**src/rtl/serial_rotator_8_bit_if.sv**
```systemverilog
// Handshake bundle for the serial right rotator: job input on one side, result output on the other.
interface serial_rotator_8_bit_if #(
    parameter int WIDTH = 8,
    parameter int AMT_W = 3
);
    logic             in_valid;
    logic             in_ready;
    logic [WIDTH-1:0] data;
    logic [AMT_W-1:0] amt;
    logic             mode;
    logic             out_valid;
    logic             out_ready;
    logic [WIDTH-1:0] shifted_data;
    logic             busy;

    modport master (
        output in_valid, data, amt, mode, out_ready,
        input  in_ready, out_valid, shifted_data, busy
    );

    modport slave (
        input  in_valid, data, amt, mode, out_ready,
        output in_ready, out_valid, shifted_data, busy
    );
endinterface

```
**src/rtl/serial_rotator_8_bit.sv**
```systemverilog
// Bit-serial right rotator / logical right shifter: one position per clock,
// result held under valid/ready backpressure until the consumer takes it.
module serial_rotator_8_bit #(
    parameter int WIDTH = 8,
    parameter int AMT_W = 3
) (
    input  logic                  clk,
    input  logic                  rst,
    serial_rotator_8_bit_if.slave bus_if
);

    typedef enum logic [1:0] {
        IDLE  = 2'd0,
        SHIFT = 2'd1,
        DONE  = 2'd2
    } state_t;

    state_t           state_q, state_d;
    logic [WIDTH-1:0] data_q, data_d;
    logic [AMT_W-1:0] count_q, count_d;
    logic             mode_q, mode_d;

    logic             accept_s;
    logic             in_ready_s;
    logic             out_valid_s;
    logic             busy_s;

    // In logical mode the vacated MSB is zero; otherwise the LSB wraps around.
    function automatic logic [WIDTH-1:0] shift_right_one(
        input logic [WIDTH-1:0] value,
        input logic             logical
    );
        return {(logical ? 1'b0 : value[0]), value[WIDTH-1:1]};
    endfunction

    assign accept_s = (state_q == IDLE) && bus_if.in_valid;

    // State register
    always_ff @(posedge clk or posedge rst) begin
        if (rst) begin
            state_q <= IDLE;
        end else begin
            state_q <= state_d;
        end
    end

    // Next-state logic
    always_comb begin
        state_d = state_q;
        case (state_q)
            IDLE: begin
                if (accept_s) begin
                    state_d = (bus_if.amt == {AMT_W{1'b0}}) ? DONE : SHIFT;
                end else begin
                    state_d = IDLE;
                end
            end
            SHIFT: begin
                if (count_q == AMT_W'(1)) begin
                    state_d = DONE;
                end else begin
                    state_d = SHIFT;
                end
            end
            DONE: begin
                if (bus_if.out_ready) begin
                    state_d = IDLE;
                end else begin
                    state_d = DONE;
                end
            end
            default: state_d = IDLE;
        endcase
    end

    // Working register, remaining count and latched mode
    always_ff @(posedge clk or posedge rst) begin
        if (rst) begin
            data_q  <= {WIDTH{1'b0}};
            count_q <= {AMT_W{1'b0}};
            mode_q  <= 1'b0;
        end else begin
            data_q  <= data_d;
            count_q <= count_d;
            mode_q  <= mode_d;
        end
    end

    // Datapath next values; DONE and IDLE hold so the result stays visible
    always_comb begin
        data_d  = data_q;
        count_d = count_q;
        mode_d  = mode_q;
        case (state_q)
            IDLE: begin
                if (accept_s) begin
                    data_d  = bus_if.data;
                    count_d = bus_if.amt;
                    mode_d  = bus_if.mode;
                end else begin
                    data_d  = data_q;
                end
            end
            SHIFT: begin
                data_d  = shift_right_one(data_q, mode_q);
                count_d = count_q - AMT_W'(1);
            end
            DONE:    data_d = data_q;
            default: data_d = data_q;
        endcase
    end

    // Output decode from the state register
    always_comb begin
        in_ready_s  = 1'b0;
        out_valid_s = 1'b0;
        busy_s      = 1'b1;
        case (state_q)
            IDLE: begin
                in_ready_s = 1'b1;
                busy_s     = 1'b0;
            end
            SHIFT: busy_s = 1'b1;
            DONE:  out_valid_s = 1'b1;
            default: begin
                in_ready_s  = 1'b0;
                out_valid_s = 1'b0;
                busy_s      = 1'b1;
            end
        endcase
    end

    assign bus_if.in_ready     = in_ready_s;
    assign bus_if.out_valid    = out_valid_s;
    assign bus_if.busy         = busy_s;
    assign bus_if.shifted_data = data_q;

endmodule

```
**src/flat_wrapper.sv**
```systemverilog
// flat-port wrapper written by rule: the top's interface ports become plain ports
module serial_rotator_8_bit_flat 
#(
    parameter int WIDTH = 8,
    parameter int AMT_W = 3
)
  (clk, rst, bus_if_in_valid, bus_if_data, bus_if_amt, bus_if_mode, bus_if_out_ready, bus_if_in_ready, bus_if_out_valid, bus_if_shifted_data, bus_if_busy);
  serial_rotator_8_bit_if #(.WIDTH(WIDTH), .AMT_W(AMT_W)) bus_if_i ();
  input  logic clk;
  input  logic rst;
  input wire logic [$bits(bus_if_i.in_valid)-1:0] bus_if_in_valid;
  input wire logic [$bits(bus_if_i.data)-1:0] bus_if_data;
  input wire logic [$bits(bus_if_i.amt)-1:0] bus_if_amt;
  input wire logic [$bits(bus_if_i.mode)-1:0] bus_if_mode;
  input wire logic [$bits(bus_if_i.out_ready)-1:0] bus_if_out_ready;
  output wire logic [$bits(bus_if_i.in_ready)-1:0] bus_if_in_ready;
  output wire logic [$bits(bus_if_i.out_valid)-1:0] bus_if_out_valid;
  output wire logic [$bits(bus_if_i.shifted_data)-1:0] bus_if_shifted_data;
  output wire logic [$bits(bus_if_i.busy)-1:0] bus_if_busy;
  assign bus_if_i.in_valid = bus_if_in_valid;
  assign bus_if_i.data = bus_if_data;
  assign bus_if_i.amt = bus_if_amt;
  assign bus_if_i.mode = bus_if_mode;
  assign bus_if_i.out_ready = bus_if_out_ready;
  assign bus_if_in_ready = bus_if_i.in_ready;
  assign bus_if_out_valid = bus_if_i.out_valid;
  assign bus_if_shifted_data = bus_if_i.shifted_data;
  assign bus_if_busy = bus_if_i.busy;
  serial_rotator_8_bit #(.WIDTH(WIDTH), .AMT_W(AMT_W)) u_core (.clk(clk), .rst(rst), .bus_if(bus_if_i));
endmodule
```
**config.mk**
```make
export PLATFORM = sky130hd
export DESIGN_NAME = serial_rotator_8_bit_flat
export DESIGN_NICKNAME = d
export VERILOG_FILES = /design/src/rtl/serial_rotator_8_bit_if.sv /design/src/rtl/serial_rotator_8_bit.sv /design/src/flat_wrapper.sv
export SDC_FILE = /design/constraint.sdc
export NUM_CORES = 1
export LEC_CHECK = 0
export BUFFER_PORTS_ARGS = -buffer_cell sky130_fd_sc_hd__buf_2
export CORE_MARGIN = 2
export CORE_UTILIZATION = 42
export CTS_BUF_LIST = sky130_fd_sc_hd__clkbuf_2 sky130_fd_sc_hd__clkbuf_4 sky130_fd_sc_hd__clkbuf_8
export CTS_CLUSTER_SIZE = 12
export DETAILED_ROUTE_END_ITERATION = 6
export GPL_TIMING_DRIVEN = 0
export HOLD_SLACK_MARGIN = 0.1
export PLACE_DENSITY_LB_ADDON = 0.12
export RECOVER_POWER = 50
export SETUP_SLACK_MARGIN = 0.15
export SLEW_MARGIN = 20
export SYNTH_ARGS = -nofsm -noshare
export SYNTH_HDL_FRONTEND = slang
export SYNTH_SLANG_ARGS = --single-unit
```
**constraint.sdc**
```tcl
create_clock -name clk -period 1.3 [get_ports clk]
set_clock_uncertainty 0.05 [all_clocks]
set_input_delay 0.26 -clock clk [delete_from_list [all_inputs] [get_ports clk]]
set_output_delay 0.26 -clock clk [all_outputs]
set_load 0.03 [all_outputs]
```
==> impl_metrics.yaml <==
critical_path:
  crit_slowest_cell: "dfrtp_1"
  critPathMaxFanout: 2
  cp-end-kind: "output port"
  crit_cells: 4
  worstSetupStartpointType: "flip-flop"
  max_stage_delay_ns: 0.40
  crit_chain: "buf_6 > buf_8 > nor2b_4 > buf_6"
  r2r-start: "u_core.state_q[0]"
  worst-path-buf-inv: 3
  path_common_cell: "buf_6"
  worstPathArrival_ns: 1.17
  rr_endpoint: "u_core.bus_if.shifted_data[3]"
  crit_family: "flip-flops"
  reg2reg_depth: 7
  critPathKind: "flip-flop to output port"
  cp.required_ns: 0.99
  rrSetupSlack_ns: -0.10
sta:
  fmax_mhz: 677.0
  finalMaxSlewViolations: 0
  fin_crit_sh_pct: 113.6
  worst_pin_slew_ns: 0.5679
  timing.final.ws_setup_ns: -0.1772
  slew_headroom_pct: 62.10
  rsz0062_at_grt: "yes"
  fin_crit_ns: 1.477
  hold_viol: 0
  setup_viol: 14
drt:
  wl_mm: 2.438
  wl_per_cell_microns: 15.05
  drc_errors: 0
  drtIter0Drc: 5
  viasPerCell: 4.969
  num_vias: 805
  drt_first_pass_iters: 4
  ant_nets: 0
die:
  dieArea_sq_mm: 0.002434
  rows: 16
  start_util_pct: 44.46
  io_pins: 27
  core_sq_mm: 0.001942
  die_h_microns: 49.34
  dieWidth_microns: 49.34
power:
  total_power_mw: 3.946
  pwr-share-seq_pct: 19.9
  switching_share_pct: 43.09
  power.switching_mw: 1.701
  intPower_mw: 2.246
  max-vdd-ir-drop_mv: 1.527
  p_leak_nw: 0.7272
  clkPwrFrac_pct: 6.6
  pwr-share-comb_pct: 73.5
  powerDensity_mw_per_mm2: 2642
global_route:
  grt_pass1_vias: 793
  grt_pass1_wl_mm: 3.829
  grt_start_max_net_pins: 15
  grt_use_total_pct: 20.88
  gr-total-overflow: 0
  antenna_found_initial: 0
clock_network:
  clockRootBuffer: "clkbuf_4"
  cts_buffer_depth: 2
  clock_latency_ns: 0.29
  tritoncts: "done"
  h-tree-depth: 1
  clkSinkCount: 14
  cts_made_buffers: 3
  path_clk_slew_ns: 0.08
placement:
  hpwl_mm: 1.337
  place_congestion: 0.7584
  place_area_sq_mm: 0.001040
  port_buffers: 26
  dp_cells: 133
yosys:
  synth.distinct_cells: 26
  synth_area_leaders: "dfrtp_1, a22oi_2, o21ai_2"
  synth_warnings: 0
  syn-num-nets: 98
  synth-async-reset-ratio_pct: 100.0
  syn_area_per_cell_sq_um: 10.79
  ys.flop_type: "dfrtp_1"
  synth_top_area_share_pct: 40.58
  synthTopCellsByCount: "dfrtp_1, nand2_1, inv_1, o21ai_2, a22oi_2"
  ys_ff_latch: 14
  synthCells: 80
  yosysMostFrequentCell: "dfrtp_1"
  synthesis.area_sq_um: 863.3
  synth_top_area_cell: "dfrtp_1"
  synth_edf_count: 0
  ys_seq_area_share_pct: 40.58
finish:
  drive_gt1_share_pct: 74.81
  antennaDiodeCount: 0
  area_growth_syn_to_layout_pct: 73.04
  fin_area_sq_mm: 0.001494
  layout.nets: 155
  fin_cells: 162
worst_hold_path:
  hp-class: "input port to flip-flop"
  worstHoldStart: "bus_if_mode"
  hold_path_depth: 2
  hold_end: "u_core.mode_q"
status:
  status: "finished with violations"
  violations: "setup timing"
run:
  drv_cap: 0
-- power groups by stage --
stage                     clock (mW)  combinational [mW]  sequential, mW
after floorplan                    0                1.12            1.02
after global placement             0                1.69           0.796
after detailed placement           0                1.72           0.807
final                          0.260                2.90           0.786
after CTS                      0.260                2.38           0.764
after global routing           0.291                3.09           0.809
-- per-layer routing --
metal / global-route usage (%) / vias to the layer above / wire length [microns]
li1: - / 387 / -
met1: 25.24 / 392 / 1029
met2: 36.26 / 21 / 1270
met3: 5.521 / 5 / 97
met4: 5.714 / 0 / 40
met5: 0 / - / 0
-- per-stage QoR --
stage	TNS, ns	hold slack, ns	setup WS (ns)	utilization [%]
after detailed placement	-0.06779	0.2891	-0.06779	53.54
after global placement	-0.05562	0.2906	-0.05562	53.54
after CTS	-0.3818	0.1555	-0.1673	66.17
after global routing	-1.843	0.1418	-0.2144	76.93
after floorplan	0	0.09922	0.04846	-
final	-1.283	0.1493	-0.1772	76.93
-- cells in the final DEF (no fill, tap or decap), types with 3 or more instances in the layout --
| cell | n |
|---|---|
| nand2_2 | 3 |
| buf_4 | 19 |
| a22oi_2 | 7 |
| buf_2 | 15 |
| clkbuf_4 | 3 |
| buf_6 | 16 |
| nand2_4 | 6 |
| buf_12 | 3 |
| dfrtp_1 | 14 |
| o21ai_2 | 10 |
| inv_1 | 8 |
-- layout make-up --
cell class | instances | area [sq um]
clock buffer | 3 | 22.52
fill | 133 | 447.9
inverter | 9 | 33.78
tap | 27 | 33.78
buffer | 5 | 77.57
timing repair buffer | 52 | 445.4
sequential | 14 | 350.3
multi-input combinational | 52 | 530.5
-- flip-flops by register name, indices dropped and copies added (netlist names) --
register	count
u_core.count_q	3
u_core.mode_q	1
u_core.state_q	2
u_core.bus_if.shifted_data	8
-- cells by family (layout without fill, tap and decap cells) --
| logic type | after synthesis | count (layout) | share of synthesized area (%) |
|---|---|---|---|
| AO/OA/AOI/OAI | 30 | 30 | 33.91 |
| adder cells (fa/ha/maj) | 2 | 2 | 2.898 |
| buffers and inverters | 14 | 69 | 10.29 |
| flip-flops | 14 | 14 | 40.58 |
| multiplexers | 1 | 1 | 1.739 |
| AND/OR/NAND/NOR | 19 | 19 | 10.58 |
-- how the worst max path moves through the flow --
stage	from	endpoint	slack, ns
floorplan	u_core.state_q[1]	u_core.mode_q	0.05
global placement	u_core.state_q[0]	bus_if_out_valid	-0.06
detailed placement	u_core.state_q[0]	bus_if_out_valid	-0.07
CTS	u_core.state_q[0]	bus_if_out_valid	-0.17
global route	u_core.state_q[0]	bus_if_out_valid	-0.21
finish	u_core.state_q[0]	bus_if_out_valid	-0.18
-- timing repair --
| action | in CTS | in global routing |
|---|---|---|
| hold endpoints to repair | 14 | 0 |
| buffers inserted | 15 | 9 |
| hold buffers | 1 | 0 |
| endpoints found under the setup margin | 23 | 25 |
| gates cloned | 0 | 1 |
| pin swaps | 2 | 6 |
| gates resized for setup | 30 | 28 |
(Power assumes the default switching activity.)
